<file path="config.mk">
export PLATFORM = sky130hd
export DESIGN_NAME = divider32_seq
export DESIGN_NICKNAME = d
export VERILOG_FILES = /design/src/rtl/divider32_pkg.sv /design/src/rtl/divider32_step.sv /design/src/rtl/divider32_seq.sv
export SDC_FILE = /design/constraint.sdc
export NUM_CORES = 1
export LEC_CHECK = 0
export ABC_AREA = 0
export BUFFER_PORTS_ARGS = -buffer_cell sky130_fd_sc_hd__buf_2
export CAP_MARGIN = 25
export CORE_MARGIN = 5
export CORE_UTILIZATION = 57
export DETAILED_ROUTE_END_ITERATION = 8
export PLACE_DENSITY = 0.9
export REMOVE_ABC_BUFFERS = 1
export SKIP_LAST_GASP = 1
export SLEW_MARGIN = 20
export SYNTH_ARGS = -nofsm -noshare
export SYNTH_HDL_FRONTEND = slang
export SYNTH_SLANG_ARGS = --single-unit
</file>
<file path="constraint.sdc">
create_clock -name clk_i -period 4 [get_ports clk_i]
set_input_delay 0.8 -clock clk_i [delete_from_list [all_inputs] [get_ports clk_i]]
set_output_delay 0.8 -clock clk_i [all_outputs]
set_load 0.05 [all_outputs]
</file>
<file path="src/rtl/divider32_pkg.sv">
// ============================================================================
// divider32_pkg : shared state encodings and constants for divider32_seq
// Revision      : 1.0
// ============================================================================
`default_nettype none

package divider32_pkg;

    typedef enum logic [1:0] {
        ST_IDLE = 2'b00,
        ST_RUN  = 2'b01,
        ST_DONE = 2'b10
    } state_e;

    localparam logic [4:0]  C_ITER_COUNT   = 5'd31;
    localparam logic [31:0] C_DBZ_QUOTIENT = 32'hFFFF_FFFF;

endpackage

`default_nettype wire

</file>
<file path="src/rtl/divider32_step.sv">
// ============================================================================
// divider32_step : one restoring shift-and-subtract step of the divider
// Revision       : 1.0
// ============================================================================
`default_nettype none

module divider32_step (
    input  logic [32:0] r_i,
    input  logic [31:0] q_i,
    input  logic [31:0] d_i,
    output logic [32:0] r_o,
    output logic [31:0] q_o
);

    logic [32:0] w_s;
    logic [32:0] w_t;
    logic        unused_r_msb;

    // The partial remainder is always below D, so its top bit is structurally zero.
    assign unused_r_msb = r_i[32];

    always_comb begin
        w_s = {r_i[31:0], q_i[31]};
        w_t = w_s - {1'b0, d_i};
        if (!w_t[32]) begin
            r_o = w_t;
            q_o = {q_i[30:0], 1'b1};
        end else begin
            r_o = w_s;
            q_o = {q_i[30:0], 1'b0};
        end
    end

endmodule

`default_nettype wire

</file>
<file path="src/rtl/divider32_seq.sv">
// ============================================================================
// divider32_seq : multi-cycle unsigned 32-bit restoring divider with
//                 start/busy/done handshake and registered results
// Revision      : 1.0
// ============================================================================
`default_nettype none

module divider32_seq
    import divider32_pkg::*;
#(
    parameter int WIDTH = 32
) (
    input  logic             clk_i,
    input  logic             rst_n_i,
    input  logic             start_i,
    input  logic [WIDTH-1:0] dividend_i,
    input  logic [WIDTH-1:0] divisor_i,
    output logic             busy_o,
    output logic             done_o,
    output logic [WIDTH-1:0] quotient_o,
    output logic [WIDTH-1:0] remainder_o,
    output logic             div_by_zero_o
);

    state_e           state_q;
    logic [4:0]       count_q;
    logic [WIDTH:0]   r_q;
    logic [WIDTH-1:0] q_q;
    logic [WIDTH-1:0] d_q;
    logic             busy_q;
    logic             done_q;
    logic [WIDTH-1:0] quot_q;
    logic [WIDTH-1:0] rem_q;
    logic             dbz_q;

    logic [WIDTH:0]   r_d;
    logic [WIDTH-1:0] q_d;

    divider32_step u_step (
        .r_i (r_q),
        .q_i (q_q),
        .d_i (d_q),
        .r_o (r_d),
        .q_o (q_d)
    );

    always_ff @(posedge clk_i or negedge rst_n_i) begin
        if (!rst_n_i) begin
            state_q <= ST_IDLE;
            count_q <= '0;
            r_q     <= '0;
            q_q     <= '0;
            d_q     <= '0;
            busy_q  <= 1'b0;
            done_q  <= 1'b0;
            quot_q  <= '0;
            rem_q   <= '0;
            dbz_q   <= 1'b0;
        end else begin
            done_q <= 1'b0;
            case (state_q)
                // DONE accepts a new request exactly like IDLE, allowing back-to-back use.
                ST_IDLE, ST_DONE: begin
                    state_q <= ST_IDLE;
                    if (start_i) begin
                        if (divisor_i != '0) begin
                            d_q     <= divisor_i;
                            q_q     <= dividend_i;
                            r_q     <= '0;
                            count_q <= C_ITER_COUNT;
                            busy_q  <= 1'b1;
                            state_q <= ST_RUN;
                        end else begin
                            quot_q  <= C_DBZ_QUOTIENT;
                            rem_q   <= dividend_i;
                            dbz_q   <= 1'b1;
                            done_q  <= 1'b1;
                            state_q <= ST_DONE;
                        end
                    end
                end
                ST_RUN: begin
                    r_q     <= r_d;
                    q_q     <= q_d;
                    count_q <= count_q - 5'd1;
                    if (count_q == 5'd0) begin
                        quot_q  <= q_d;
                        rem_q   <= r_d[WIDTH-1:0];
                        dbz_q   <= 1'b0;
                        done_q  <= 1'b1;
                        busy_q  <= 1'b0;
                        count_q <= 5'd0;
                        state_q <= ST_DONE;
                    end
                end
                default: begin
                    busy_q  <= 1'b0;
                    state_q <= ST_IDLE;
                end
            endcase
        end
    end

    assign busy_o        = busy_q;
    assign done_o        = done_q;
    assign quotient_o    = quot_q;
    assign remainder_o   = rem_q;
    assign div_by_zero_o = dbz_q;

endmodule

`default_nettype wire

</file>
==> impl_metrics.env, run 1 <==
export IMPL_cts_tree="done"
export IMPL_hold_worst_slack_ns=0.383
export IMPL_cts_resized=0
export IMPL_hpwl_um=16700
export IMPL_synth_area_mm2=0.00897
export IMPL_r2r_end="remainder_o[17]"
export IMPL_crit_path_frequent_cell="inv_1"
export IMPL_syn_avg_cell_area_um2=8.96
export IMPL_worstRegToRegCells=14
export IMPL_drive_above_1_share=0.181
export IMPL_synth_seq_area_share=0.474
export IMPL_r2r_slack_ns=0.44
export IMPL_ant_nets=0
export IMPL_antenna_found_initial=0
export IMPL_hp_class="in -> async"
export IMPL_r2r_start="q_q[31]"
export IMPL_worst_ep_arrival_time_ns=3.89
export IMPL_tightestPinTransition_ns=1.05
export IMPL_synth_common_cells="dfrtp_1, nand2_1, nor2_1, o21ai_0, a21oi_1"
export IMPL_final_max_slew_viol_count=0
export IMPL_period_needed_ns=3.56
export IMPL_dpl_cell_count=1301
export IMPL_async_flop_share=1.00
export IMPL_worstPathMaxFanout=32
export IMPL_synth_top_area_cell="dfrtp_1"
export IMPL_drc=0
export IMPL_via_per_inst=6.15
export IMPL_worstPathCellList="inv_1 > ha_1 > inv_1 > fa_1 > a211oi_2 > o211ai_2 > nand4_2 > a31oi_2 > o311ai_4 > xnor2_4 > buf_12 > mux2i_1 > a21oi_1 > a21o_1"
export IMPL_syn_inst=1001
export IMPL_path_class="reg -> reg"
export IMPL_grt_use_total=0.279
export IMPL_critPathMaxStageDelay_ns=0.44
export IMPL_synth_most_common_cell="dfrtp_1"
export IMPL_htreeDepth=4
export IMPL_num_rows=45
export IMPL_synth_top_area_share=0.474
export IMPL_vias=8200
export IMPL_portBuffers=133
export IMPL_syn_to_final_growth_pct=16.6
export IMPL_die_area_mm2=0.0183
export IMPL_rsz0062_at_grt="false"
export IMPL_grt_pass1_vias=8042
export IMPL_numCtsBuffers=17
export IMPL_hold_viol=0
export IMPL_hold_buffers=0
export IMPL_drt_wirelength_per_cell_um=18.6
export IMPL_gp_congestion=0.932
export IMPL_grt_max_degree=116
export IMPL_die_height_um=135
export IMPL_crit_family="compound AO/OA/AOI/OAI gates"
export IMPL_status="complete, no violations"
export IMPL_ys_top_cells_by_area="dfrtp_1, nand2_1, o21ai_0"
export IMPL_ys_flop_type="dfrtp_1"
export IMPL_clockBufferDepth=2
export IMPL_cp_required_ns=4.33
export IMPL_cap_violations=0
export IMPL_cts_sinks=170
export IMPL_clk_latency_ns=0.44
export IMPL_design_area_mm2=0.0105
export IMPL_synth_edf_count=0
export IMPL_floorplan_initialDensity=0.586
export IMPL_start_kind="flip-flop"
export IMPL_dpl_cell_area_mm2=0.00980
export IMPL_clkTransAtPathRegs_ns=0.07
export IMPL_die_w_um=135
export IMPL_gr_total_overflow=0
export IMPL_grt_pass1_wl_um=41000
export IMPL_fin_cells=1334
export IMPL_root_buffer="clkbuf_16"
export IMPL_endpoint_kind="flip-flop"
export IMPL_ys_types=63
export IMPL_drtIter0Drc=898
export IMPL_fmax_ghz=0.281
export IMPL_layout_nets=1211
export IMPL_io_pins=134
export IMPL_slowest_stage="fa_1"
export IMPL_slew_limit_headroom=0.303
export IMPL_dr_pass1_iters=6
export IMPL_ys_seq_elements=170
export IMPL_diodes=0
export IMPL_yosysWarnings=0
export IMPL_core_area_mm2=0.0153
export IMPL_path_buf_inv=3
export IMPL_period_share=0.890
export IMPL_clock_skew_ns=0.00710
export IMPL_setup_viol=0
export IMPL_fin_util=0.683
export IMPL_cts_setup_buffers=0
export IMPL_wl_um=24800
[cell type report]
cell class	instances	area [µm²]
Timing Repair Buffer	149	840
Multi-Input combinational cell	726	4280
Fill cell	1167	4860
Inverter	46	173
Sequential cell	170	4250
Clock buffer	19	453
Tap cell	211	264
Clock inverter	13	190
[routing by layer]
layer | up-vias | track usage | part of all wire
met1 | 3924 | 0.373 | 0.41
met3 | 85 | 0.0546 | 0.083
met4 | 0 | 0.111 | 0.034
li1 | 3745 | - | -
met5 | - | 0 | 0
met2 | 446 | 0.451 | 0.48
[cell families (layout without fill, tap and decap cells)]
group	count (synthesis)	in the layout	synth area share
simple gates	342	342	0.169
compound gates	299	299	0.204
flops	170	170	0.474
buf+inv	105	227	0.0498
fa+ha+maj	34	34	0.0483
xor+xnor	28	28	0.0294
mux	23	23	0.0257
[sequential cells by signal (all words and copies together), names as in the netlist]
register       count
remainder_o       32
count_q            5
q_q               32
done_o             1
state_q            2
busy_o             1
r_q               32
div_by_zero_o      1
d_q               32
quotient_o        32
[how the worst max path moves through the flow]
stage	from	endpoint	depth (start not counted)
6_report	q_q[31]	remainder_o[17]	14
3_5_place_dp	q_q[31]	remainder_o[17]	14
3_3_place_gp	q_q[31]	remainder_o[17]	14
4_1_cts	q_q[31]	remainder_o[17]	14
5_1_grt	q_q[31]	remainder_o[17]	14
2_1_floorplan	divisor_i[21]	r_q[28]	7
[stage by stage]
step	worst slack (ns)	setup TNS [ns]
global route	0.162	0
detailed placement	0.513	0
global placement	0.592	0
finish	0.439	0
floorplan	-3.01	-164.75
CTS	0.459	0
[placed cells by master (no fill, tap or decap), types with 3 or more instances in the layout]
cell	count
a31oi_1	42
or3_1	5
a211oi_2	5
nand3_1	31
o31ai_1	4
a221oi_1	3
dfrtp_1	170
a21o_1	20
nor2_1	96
a21oi_2	3
clkbuf_16	17
nor4_1	12
nand2b_1	3
o22a_1	5
buf_4	11
bufinv_16	4
o2111ai_1	4
and3_1	24
o211ai_1	5
nor2b_1	6
xnor2_1	21
buf_2	132
o21ai_0	96
mux2i_1	23
nor3_1	5
nand2_1	146
inv_1	45
a21oi_1	87
ha_1	33
buf_12	4
xor2_1	6
clkinv_4	4
Power of run 1 is left out: the tool's default activity adds up to more than one toggle a clock period on the data nets, which glitch-free logic cannot reach.
==> run 2, diff against run 1 <==
--- a/config.mk
+++ b/config.mk
@@ -11,7 +11,7 @@
 export CORE_MARGIN = 5
 export CORE_UTILIZATION = 57
 export DETAILED_ROUTE_END_ITERATION = 8
-export PLACE_DENSITY = 0.9
+export PLACE_DENSITY = 0.76
 export REMOVE_ABC_BUFFERS = 1
 export SKIP_LAST_GASP = 1
 export SLEW_MARGIN = 20
==> run 2 against run 1 <==
Via count is 5.8% lower. Flip-flop and latch count stayed put. Core utilization is 0.057 points lower. Register-to-register slack better by 0.17 ns. First-iteration DRC count is 26% lower. Routed wire length is 7.7% lower. Sequential share of layout area hardly changed. Die area stayed put.
==> impl_metrics.env, run 2 (synthesis gave the netlist of run 1 again) <==
export IMPL_drive_above_1_share=0.179
export IMPL_hold_buffers=0
export IMPL_dpl_cell_area_mm2=0.00980
export IMPL_cts_tree="done"
export IMPL_gp_congestion=0.906
export IMPL_hold_viol=0
export IMPL_drc=0
export IMPL_dr_pass1_iters=5
export IMPL_slew_limit_headroom=0.449
export IMPL_grt_max_degree=84
export IMPL_period_needed_ns=3.39
export IMPL_critPathMaxStageDelay_ns=0.59
export IMPL_slowest_stage="xnor2_4"
export IMPL_grt_pass1_vias=7313
export IMPL_cap_violations=0
export IMPL_period_share=0.846
export IMPL_vias=7727
export IMPL_layout_nets=1211
export IMPL_drtIter0Drc=662
export IMPL_clockBufferDepth=2
export IMPL_die_height_um=135
export IMPL_setup_viol=0
export IMPL_worstPathMaxFanout=22
export IMPL_root_buffer="clkbuf_16"
export IMPL_layout_commonest_cell="dfrtp_1"
export IMPL_worstPathCellList="inv_1 > ha_1 > inv_1 > fa_1 > a211oi_2 > o211ai_2 > nand4_2 > a31oi_2 > o311ai_4 > xnor2_4 > buf_12 > mux2i_1 > a21oi_1 > a21o_1"
export IMPL_via_per_inst=5.79
export IMPL_cts_sinks=170
export IMPL_final_cell_mix="dfrtp_1, nand2_1, buf_2"
export IMPL_clock_skew_ns=0.00868
export IMPL_endpoint_kind="flip-flop"
export IMPL_clkTransAtPathRegs_ns=0.07
export IMPL_syn_to_final_growth_pct=16.5
export IMPL_core_area_mm2=0.0153
export IMPL_diodes=0
export IMPL_final_max_slew_viol_count=0
export IMPL_path_class="reg -> reg"
export IMPL_die_area_mm2=0.0183
export IMPL_num_rows=45
export IMPL_die_w_um=135
export IMPL_gr_total_overflow=0
export IMPL_cts_setup_buffers=0
export IMPL_wl_um=22900
export IMPL_design_area_mm2=0.0104
export IMPL_crit_path_frequent_cell="inv_1"
export IMPL_finalSetupTns_ns=0
export IMPL_start_kind="flip-flop"
export IMPL_htreeDepth=4
export IMPL_cp_required_ns=4.32
export IMPL_drt_wirelength_per_cell_um=17.2
export IMPL_antenna_found_initial=0
export IMPL_hpwl_um=16200
export IMPL_tightestPinTransition_ns=0.827
export IMPL_numCtsBuffers=17
export IMPL_cts_resized=0
export IMPL_hp_class="in -> async"
export IMPL_io_pins=134
export IMPL_grt_pass1_wl_um=37500
export IMPL_rsz0062_at_grt="false"
export IMPL_portBuffers=133
export IMPL_fmax_ghz=0.295
export IMPL_grt_use_total=0.257
export IMPL_status="complete, no violations"
export IMPL_ant_nets=0
export IMPL_floorplan_initialDensity=0.586
export IMPL_fin_util=0.682
export IMPL_clk_latency_ns=0.43
export IMPL_worst_ep_arrival_time_ns=3.71
-- run 2: cell types whose count changed in the layout (fill, tap and decap cells not counted), sizes merged --
cell	before	now
clkinv	6	4
buf	148	149
clkbuf	20	19
clkinvlp	1	2
inv	48	49
-- run 2: critical path, delay by kind of cell (launching register included) --
| family | cells | cell delay, ns |
|---|---|---|
| buffers and inverters | 3 | 0.40 |
| adders and majority gates | 2 | 0.42 |
| AOI/OAI and AO/OA | 6 | 1.07 |
| and+or+nand+nor | 1 | 0.20 |
| muxes | 1 | 0.24 |
| xor gates and xnor gates | 1 | 0.59 |
| DFF | 1 | 0.36 |
-- run 2: per-layer routing --
metal	up-vias	track usage	share of wire
met5	-	0	0
met4	0	0.0829	0.019
met3	37	0.0479	0.064
met2	285	0.387	0.45
met1	3676	0.379	0.47
li1	3729	-	-
-- run 2: final cells by class --
type,instances,area [µm²]
clock buffer,19,433
clock inverter,13,211
sequential,170,4250
tap,211,264
inverter,46,173
fill,1280,4870
timing repair buffer,149,830
multi-input combinational,726,4280
-- run 2: path summary, 6_finish.rpt --
check / from / endpoint / slack (ns) / cells after the start
worst max-delay path: q_q[31] / remainder_o[17] / 0.61 / 14
worst min-delay path: rst_n_i / quotient_o[12] / 0.39 / 1
worst max register to register: q_q[31] / remainder_o[17] / 0.61 / 14
worst min register to register: div_by_zero_o / div_by_zero_o / 0.48 / 2
max in group asynchronous: rst_n_i / r_q[30] / 2.76 / 2
min in group clk_i: div_by_zero_o / div_by_zero_o / 0.48 / 2
-- run 2: stage by stage --
stage,cells,hold WS [ns],setup slack [ns]
2_1_floorplan,942,0.450,-3.01
3_3_place_gp,1302,0.459,0.593
3_5_place_dp,1302,0.464,0.551
4_1_cts,1334,0.433,0.616
5_1_grt,1334,0.459,0.391
6_report,1334,0.386,0.614
Power of run 2 is left out for the same reason.
